--- src/rtl/mem_map_pkg.sv ---
// Memory map of the data-memory responder: default I/O page base, I/O register
// offsets and STATUS register bit positions.
package mem_map_pkg;

   localparam logic [31:0] IO_BASE_DEFAULT = 32'hFFFF_FF00;

   // I/O register byte offsets within the 256-byte page
   localparam logic [7:0] OFF_CON_TX  = 8'h00;
   localparam logic [7:0] OFF_STATUS  = 8'h04;
   localparam logic [7:0] OFF_CYCLE   = 8'h08;
   localparam logic [7:0] OFF_SCRATCH = 8'h0C;

   // STATUS register layout
   localparam int unsigned STAT_EMPTY_BIT = 0;
   localparam int unsigned STAT_FULL_BIT  = 1;
   localparam int unsigned STAT_OVF_BIT   = 2;
   localparam int unsigned STAT_COUNT_LSB = 8;
   localparam int unsigned STAT_COUNT_W   = 8;

endpackage

--- src/rtl/con_tx_fifo.sv ---
// Console TX FIFO with valid/ready drain port and sticky overflow flag.
//   clk, rst_n      clock, async active-low reset
//   push_i, data_i  push request and byte
//   ready_i         sink accepts head this cycle (pop when also non-empty)
//   ovf_clr_i       clear sticky overflow
//   data_o/valid_o  head entry / non-empty
//   full_o, empty_o, count_o, ovf_o  occupancy and overflow status
module con_tx_fifo #(
   parameter int unsigned WIDTH = 8,
   parameter int unsigned DEPTH = 4
) (
   input  logic                     clk,
   input  logic                     rst_n,
   input  logic                     push_i,
   input  logic [WIDTH-1:0]         data_i,
   input  logic                     ready_i,
   input  logic                     ovf_clr_i,
   output logic [WIDTH-1:0]         data_o,
   output logic                     valid_o,
   output logic                     full_o,
   output logic                     empty_o,
   output logic [$clog2(DEPTH):0]   count_o,
   output logic                     ovf_o
);

   localparam int unsigned PTR_W = $clog2(DEPTH);
   localparam int unsigned CNT_W = PTR_W + 1;

   logic [WIDTH-1:0] mem_q [DEPTH];
   logic [PTR_W-1:0] wr_ptr_q, rd_ptr_q;
   logic [CNT_W-1:0] count_q, count_d;
   logic             ovf_q, ovf_d;
   logic             pop, push_ok, full, empty;

   assign full  = (count_q == CNT_W'(DEPTH));
   assign empty = (count_q == '0);
   assign pop   = ~empty & ready_i;
   // A pop in the same cycle frees the slot, so a push into a full FIFO still lands.
   assign push_ok = push_i & (~full | pop);

   // Storage is not reset; the head is only meaningful while non-empty.
   always_ff @(posedge clk) begin
      if (push_ok) mem_q[wr_ptr_q] <= data_i;
   end

   always_comb begin
      count_d = count_q;
      ovf_d   = ovf_q;
      case ({push_ok, pop})
         2'b10:   count_d = count_q + CNT_W'(1);
         2'b01:   count_d = count_q - CNT_W'(1);
         default: count_d = count_q;
      endcase
      if (ovf_clr_i)             ovf_d = 1'b0;
      else if (push_i & ~push_ok) ovf_d = 1'b1;
   end

   always_ff @(posedge clk or negedge rst_n) begin
      if (!rst_n) begin
         wr_ptr_q <= '0;
         rd_ptr_q <= '0;
         count_q  <= '0;
         ovf_q    <= 1'b0;
      end else begin
         if (push_ok) wr_ptr_q <= wr_ptr_q + PTR_W'(1);
         if (pop)     rd_ptr_q <= rd_ptr_q + PTR_W'(1);
         count_q <= count_d;
         ovf_q   <= ovf_d;
      end
   end

   assign data_o  = mem_q[rd_ptr_q];
   assign valid_o = ~empty;
   assign full_o  = full;
   assign empty_o = empty;
   assign count_o = count_q;
   assign ovf_o   = ovf_q;

endmodule

--- src/rtl/data_mem_responder.sv ---
// Data-memory responder for the single-cycle CPU: word RAM plus an I/O page
// holding console TX FIFO, free-running cycle counter and a scratch register.
//   clk, reset           clock, async active-low reset
//   memwrite, aluout, writedata   CPU store strobe, byte address, store data
//   readdata             combinational load data for aluout
//   con_data, con_valid, con_ready   console drain port
module data_mem_responder
   import mem_map_pkg::*;
#(
   parameter int unsigned DEPTH_WORDS = 64,
   parameter int unsigned FIFO_DEPTH  = 4,
   parameter logic [31:0] IO_BASE     = IO_BASE_DEFAULT
) (
   input  logic        clk,
   input  logic        reset,
   input  logic        memwrite,
   input  logic [31:0] aluout,
   input  logic [31:0] writedata,
   output logic [31:0] readdata,
   output logic [7:0]  con_data,
   output logic        con_valid,
   input  logic        con_ready
);

   localparam int unsigned AW    = $clog2(DEPTH_WORDS);
   localparam int unsigned CNT_W = $clog2(FIFO_DEPTH) + 1;

   logic [31:0]      ram_q [DEPTH_WORDS];
   logic [31:0]      cycle_q, cycle_d;
   logic [31:0]      scratch_q, scratch_d;
   logic [31:0]      status;
   logic [AW-1:0]    ram_idx;
   logic [5:0]       io_word;
   logic             io_sel;
   logic             wr_con, wr_status, wr_cycle, wr_scratch;
   logic             fifo_full, fifo_empty, fifo_ovf;
   logic [CNT_W-1:0] fifo_count;
   logic [1:0]       unused_byte_lane;

   assign unused_byte_lane = aluout[1:0];

   // Address decode; RAM aliases modulo its size outside the I/O page.
   assign io_sel  = (aluout[31:8] == IO_BASE[31:8]);
   assign ram_idx = aluout[AW+1:2];
   assign io_word = aluout[7:2];

   assign wr_con     = memwrite & io_sel & (io_word == OFF_CON_TX[7:2]);
   assign wr_status  = memwrite & io_sel & (io_word == OFF_STATUS[7:2]);
   assign wr_cycle   = memwrite & io_sel & (io_word == OFF_CYCLE[7:2]);
   assign wr_scratch = memwrite & io_sel & (io_word == OFF_SCRATCH[7:2]);

   // Data RAM, contents survive reset.
   always_ff @(posedge clk) begin
      if (memwrite & ~io_sel) ram_q[ram_idx] <= writedata;
   end

   con_tx_fifo #(
      .WIDTH (8),
      .DEPTH (FIFO_DEPTH)
   ) u_con_tx_fifo (
      .clk       (clk),
      .rst_n     (reset),
      .push_i    (wr_con),
      .data_i    (writedata[7:0]),
      .ready_i   (con_ready),
      .ovf_clr_i (wr_status & writedata[STAT_OVF_BIT]),
      .data_o    (con_data),
      .valid_o   (con_valid),
      .full_o    (fifo_full),
      .empty_o   (fifo_empty),
      .count_o   (fifo_count),
      .ovf_o     (fifo_ovf)
   );

   // A CYCLE store takes priority over the free-running increment.
   always_comb begin
      cycle_d   = wr_cycle   ? writedata : cycle_q + 32'd1;
      scratch_d = wr_scratch ? writedata : scratch_q;
   end

   always_ff @(posedge clk or negedge reset) begin
      if (!reset) begin
         cycle_q   <= '0;
         scratch_q <= '0;
      end else begin
         cycle_q   <= cycle_d;
         scratch_q <= scratch_d;
      end
   end

   always_comb begin
      status = '0;
      status[STAT_EMPTY_BIT] = fifo_empty;
      status[STAT_FULL_BIT]  = fifo_full;
      status[STAT_OVF_BIT]   = fifo_ovf;
      status[STAT_COUNT_LSB +: STAT_COUNT_W] = STAT_COUNT_W'(fifo_count);
   end

   // Load mux; held at zero while reset is asserted.
   always_comb begin
      readdata = '0;
      if (reset) begin
         if (io_sel) begin
            if      (io_word == OFF_STATUS[7:2])  readdata = status;
            else if (io_word == OFF_CYCLE[7:2])   readdata = cycle_q;
            else if (io_word == OFF_SCRATCH[7:2]) readdata = scratch_q;
            else                                  readdata = '0;
         end else begin
            readdata = ram_q[ram_idx];
         end
      end
   end

endmodule

--- config.mk ---
export PLATFORM = sky130hd
export DESIGN_NAME = data_mem_responder
export DESIGN_NICKNAME = d
export VERILOG_FILES = /design/src/rtl/mem_map_pkg.sv /design/src/rtl/con_tx_fifo.sv /design/src/rtl/data_mem_responder.sv
export SDC_FILE = /design/constraint.sdc
export NUM_CORES = 2
export LEC_CHECK = 0
export BUFFER_PORTS_ARGS = -buffer_cell sky130_fd_sc_hd__buf_2
export CAP_MARGIN = 20
export CORE_ASPECT_RATIO = 1.4
export CORE_MARGIN = 3
export CORE_UTILIZATION = 35
export CTS_CLUSTER_DIAMETER = 40
export DETAILED_ROUTE_END_ITERATION = 10
export SLEW_MARGIN = 20
export SYNTH_ARGS = -nofsm -noshare
export SYNTH_HDL_FRONTEND = slang
export SYNTH_SLANG_ARGS = --single-unit
--- constraint.sdc ---
create_clock -name clk -period 3.6 [get_ports clk]
set_input_delay 0.18 -clock clk [delete_from_list [all_inputs] [get_ports clk]]
set_output_delay 0.18 -clock clk [all_outputs]
set_load 0.02 [all_outputs]
==> impl_metrics.env <==
export IMPL_cts_sinks=2152
export IMPL_avgSynthCellArea_sq_um=17.9
export IMPL_relSlewSlack_pct=20.7
export IMPL_crit_path_end_kind="output pin"
export IMPL_die_area_sq_mm=0.247
export IMPL_drive_gt1_share_pct=24.8
export IMPL_rsz0062_at_grt="false"
export IMPL_dpl_hpwl_um=191000
export IMPL_maxSlewViolCount=0
export IMPL_ys_async_sr_fraction_pct=3.35
export IMPL_fin_tns_setup_ps=0
export IMPL_max_vdd_ir_drop_uv=358
export IMPL_period_share_pct=98.9
export IMPL_grt_pass1_wl_um=419000
export IMPL_hp_class="primary input to register"
export IMPL_yosysWarnings=0
export IMPL_tightestPinTransition_ps=1190
export IMPL_holdWs_ps=12.0
export IMPL_path_max_fanout=1
export IMPL_netlist_instances=4703
export IMPL_max_freq_ghz=0.281
export IMPL_r2r_slack_ps=1200
export IMPL_wl_per_cell_um=36.2
export IMPL_synthToLayoutAreaGrowth_pct=17.7
export IMPL_crit_arrival_ps=3380
export IMPL_grt_pass1_vias=50400
export IMPL_maxCapViolCount=0
export IMPL_clock_path_buffers=4
export IMPL_drtPass1Iterations=9
export IMPL_dp_cells=8140
export IMPL_violations="design-rule violations"
export IMPL_netlist_area_sq_mm=0.0843
export IMPL_grt_max_degree=79
export IMPL_yosysUniqueCellTypes=75
export IMPL_p_leak_uw=0.0323
export IMPL_synth_edff_count=2080
export IMPL_drt_iter0_drc=7475
export IMPL_finalNonFillerCells=8546
export IMPL_grt_total_usage_pct=24.4
export IMPL_synth_nets=4777
export IMPL_gr_total_overflow=0
export IMPL_antenna_left=0
export IMPL_worstRegToRegCells=7
export IMPL_detail_route_vias_per_cell=6.07
export IMPL_cts_tree="yes"
export IMPL_status="finished, violations left"
export IMPL_power_density_mw_per_mm2=528
export IMPL_die_w_um=421
export IMPL_pin_count=109
export IMPL_synth_top_flop_cell="edfxtp_1"
export IMPL_crit_type="register to output pin"
export IMPL_start_kind="register"
export IMPL_start_util_pct=35.3
export IMPL_n_fill_cell=21000
export IMPL_vias=51900
export IMPL_hold_violations=0
export IMPL_dpl_instance_area_sq_mm=0.0924
export IMPL_fin_skew_ps=19.3
export IMPL_row_count=212
export IMPL_clk_pin_slew_worst_paths_ps=70
export IMPL_die_y_um=587
export IMPL_cp_required_ps=3420
export IMPL_clock_latency_ps=870
export IMPL_gp_congestion=0.897
export IMPL_dp_slack_ps=67.3
export IMPL_ys_seq_area_share_pct=76.2
export IMPL_synth_seq_cells=2152
export IMPL_timing_final_crit_period_ps=3560
export IMPL_route_detailed_drc=2
export IMPL_cts_buffers=200
export IMPL_clock_root_buffer="clkbuf_16"
export IMPL_whs_path_depth=4
export IMPL_antenna_found_initial=28
export IMPL_worst_slack_ps=39.0
export IMPL_core_area_sq_mm=0.239
export IMPL_post_cts_buffers=0
export IMPL_finalSetupViolCount=0
export IMPL_nNetsFinal=5240
export IMPL_fin_area_sq_mm=0.0993
export IMPL_drt_wl_total_um=309000
export IMPL_htreeDepth=4
export IMPL_portBuffers=106
==> worst max-delay path: stages, from the launching register on <==
cell and delay [ps]:
edfxtp_1 370, mux2_1 330, a221oi_1 330, o22ai_1 250
a221oi_2 440, o2111ai_2 240, o311a_4 400, buf_2 180
==> final timing paths <==
kind	from	endpoint
max	ram_q[30][25]	readdata[25]
max in group asynchronous	reset	scratch_q[31]
min reg2reg	scratch_q[18]	scratch_q[18]
min	writedata[18]	cycle_q[18]
min in group asynchronous	reset	scratch_q[2]
max reg2reg	cycle_q[0]	cycle_q[22]
==> routing by layer <==
layer / global-route usage (%) / share of wire (%) / up-vias
li1: - / - / 20400
met1: 29.8 / 35 / 27000
met2: 39.4 / 47 / 3632
met3: 4.43 / 9.8 / 942
met4: 16.5 / 8.1 / 10
met5: 0 / 0.023 / -
==> area by class of cell <==
| class | count | area, sq um | share of cell area (%) |
|---|---|---|---|
| Timing Repair Buffer | 597 | 5620 | 5.66 |
| Antenna cell | 15 | 37.5 | 0.0378 |
| Sequential cell | 2152 | 64300 | 64.7 |
| Clock inverter | 114 | 1190 | 1.20 |
| Inverter | 11 | 51.3 | 0.0517 |
| Multi-Input combinational cell | 2204 | 18900 | 19.0 |
| Clock buffer | 243 | 5270 | 5.31 |
| Tap cell | 3210 | 4020 | 4.04 |
==> logic make-up (layout without fill, tap and decap cells) <==
family	after synthesis	count (layout)	share of synthesized area, %
mux	578	578	8.88
flops	2152	2152	76.2
buf+inv	347	965	2.23
xor+xnor	35	35	0.363
simple gates	472	472	2.57
other cells	0	15	0
compound gates	1113	1113	9.67
fa+ha+maj	6	6	0.0979
==> synth_stat cells (103+ instances only) <==
| library cell | number | area share [%] |
|---|---|---|
| a221oi_1 | 222 | 2.3 |
| mux2_2 | 235 | 3.1 |
| edfxtp_1 | 2080 | 74 |
| buf_2 | 125 | 0.74 |
| clkbuf_1 | 111 | 0.49 |
| nand2_1 | 121 | 0.54 |
| mux2i_1 | 229 | 2.7 |
| o22ai_1 | 103 | 0.76 |
| a22oi_1 | 188 | 1.7 |
| nor2_1 | 206 | 0.92 |
| mux4_2 | 111 | 3.0 |
| o21ai_0 | 131 | 0.78 |
| a21oi_1 | 167 | 0.99 |
==> where the power goes <==
| group | internal, uW | switching [uW] |
|---|---|---|
| registers | 27600 | 37.5 |
| clock network | 11900 | 9480 |
| logic | 1080 | 2350 |
| total | 40600 | 11900 |
==> sequential cells by signal, summed over array words and instances, names as in the netlist <==
name,count
u_con_tx_fifo.wr_ptr_q,2
ram_q,2048
u_con_tx_fifo.mem_q,32
u_con_tx_fifo.rd_ptr_q,2
scratch_q,32
u_con_tx_fifo.ovf_o,1
cycle_q,32
u_con_tx_fifo.count_o,3
==> stage by stage <==
stage               total power [uW]  utilization, %
finish                         52500            41.6
global route                   53600            41.5
CTS                            52500            41.5
detailed placement             31500            38.6
global placement               31500            38.6
floorplan                      29700               -
==> layout by cell type, fill, tap and decap left out, types with 11 or more instances in the layout <==
master / count
clkinv_2: 27
bufinv_16: 20
nand2_1: 117
dfrtp_1: 72
nor2_4: 68
o31a_1: 11
dlygate4sd3_1: 32
xnor2_1: 22
a22o_1: 40
clkbuf_1: 38
a222oi_1: 15
diode_2: 15
a211oi_1: 22
mux2_2: 235
a221oi_1: 219
clkbuf_16: 205
nor2_1: 141
nand3_1: 31
o311a_1: 11
xor2_1: 13
a31oi_1: 30
mux2i_1: 229
o22ai_1: 103
clkinv_1: 33
a21oi_1: 167
buf_2: 97
nor3_1: 11
o2bb2ai_1: 25
o221ai_1: 16
a221o_1: 65
nand4_1: 23
mux4_2: 111
buf_12: 95
buf_4: 365
clkinvlp_4: 14
edfxtp_1: 2080
a22oi_1: 188
o21ai_0: 130
==> timing repair <==
item,4_1_cts,5_1_grt
hold buffers,27,5
endpoints found under the hold margin,546,299
endpoints found under the setup margin,3,5
resized for setup,6,6
No activity file was read; power rests on OpenSTA's default activity.
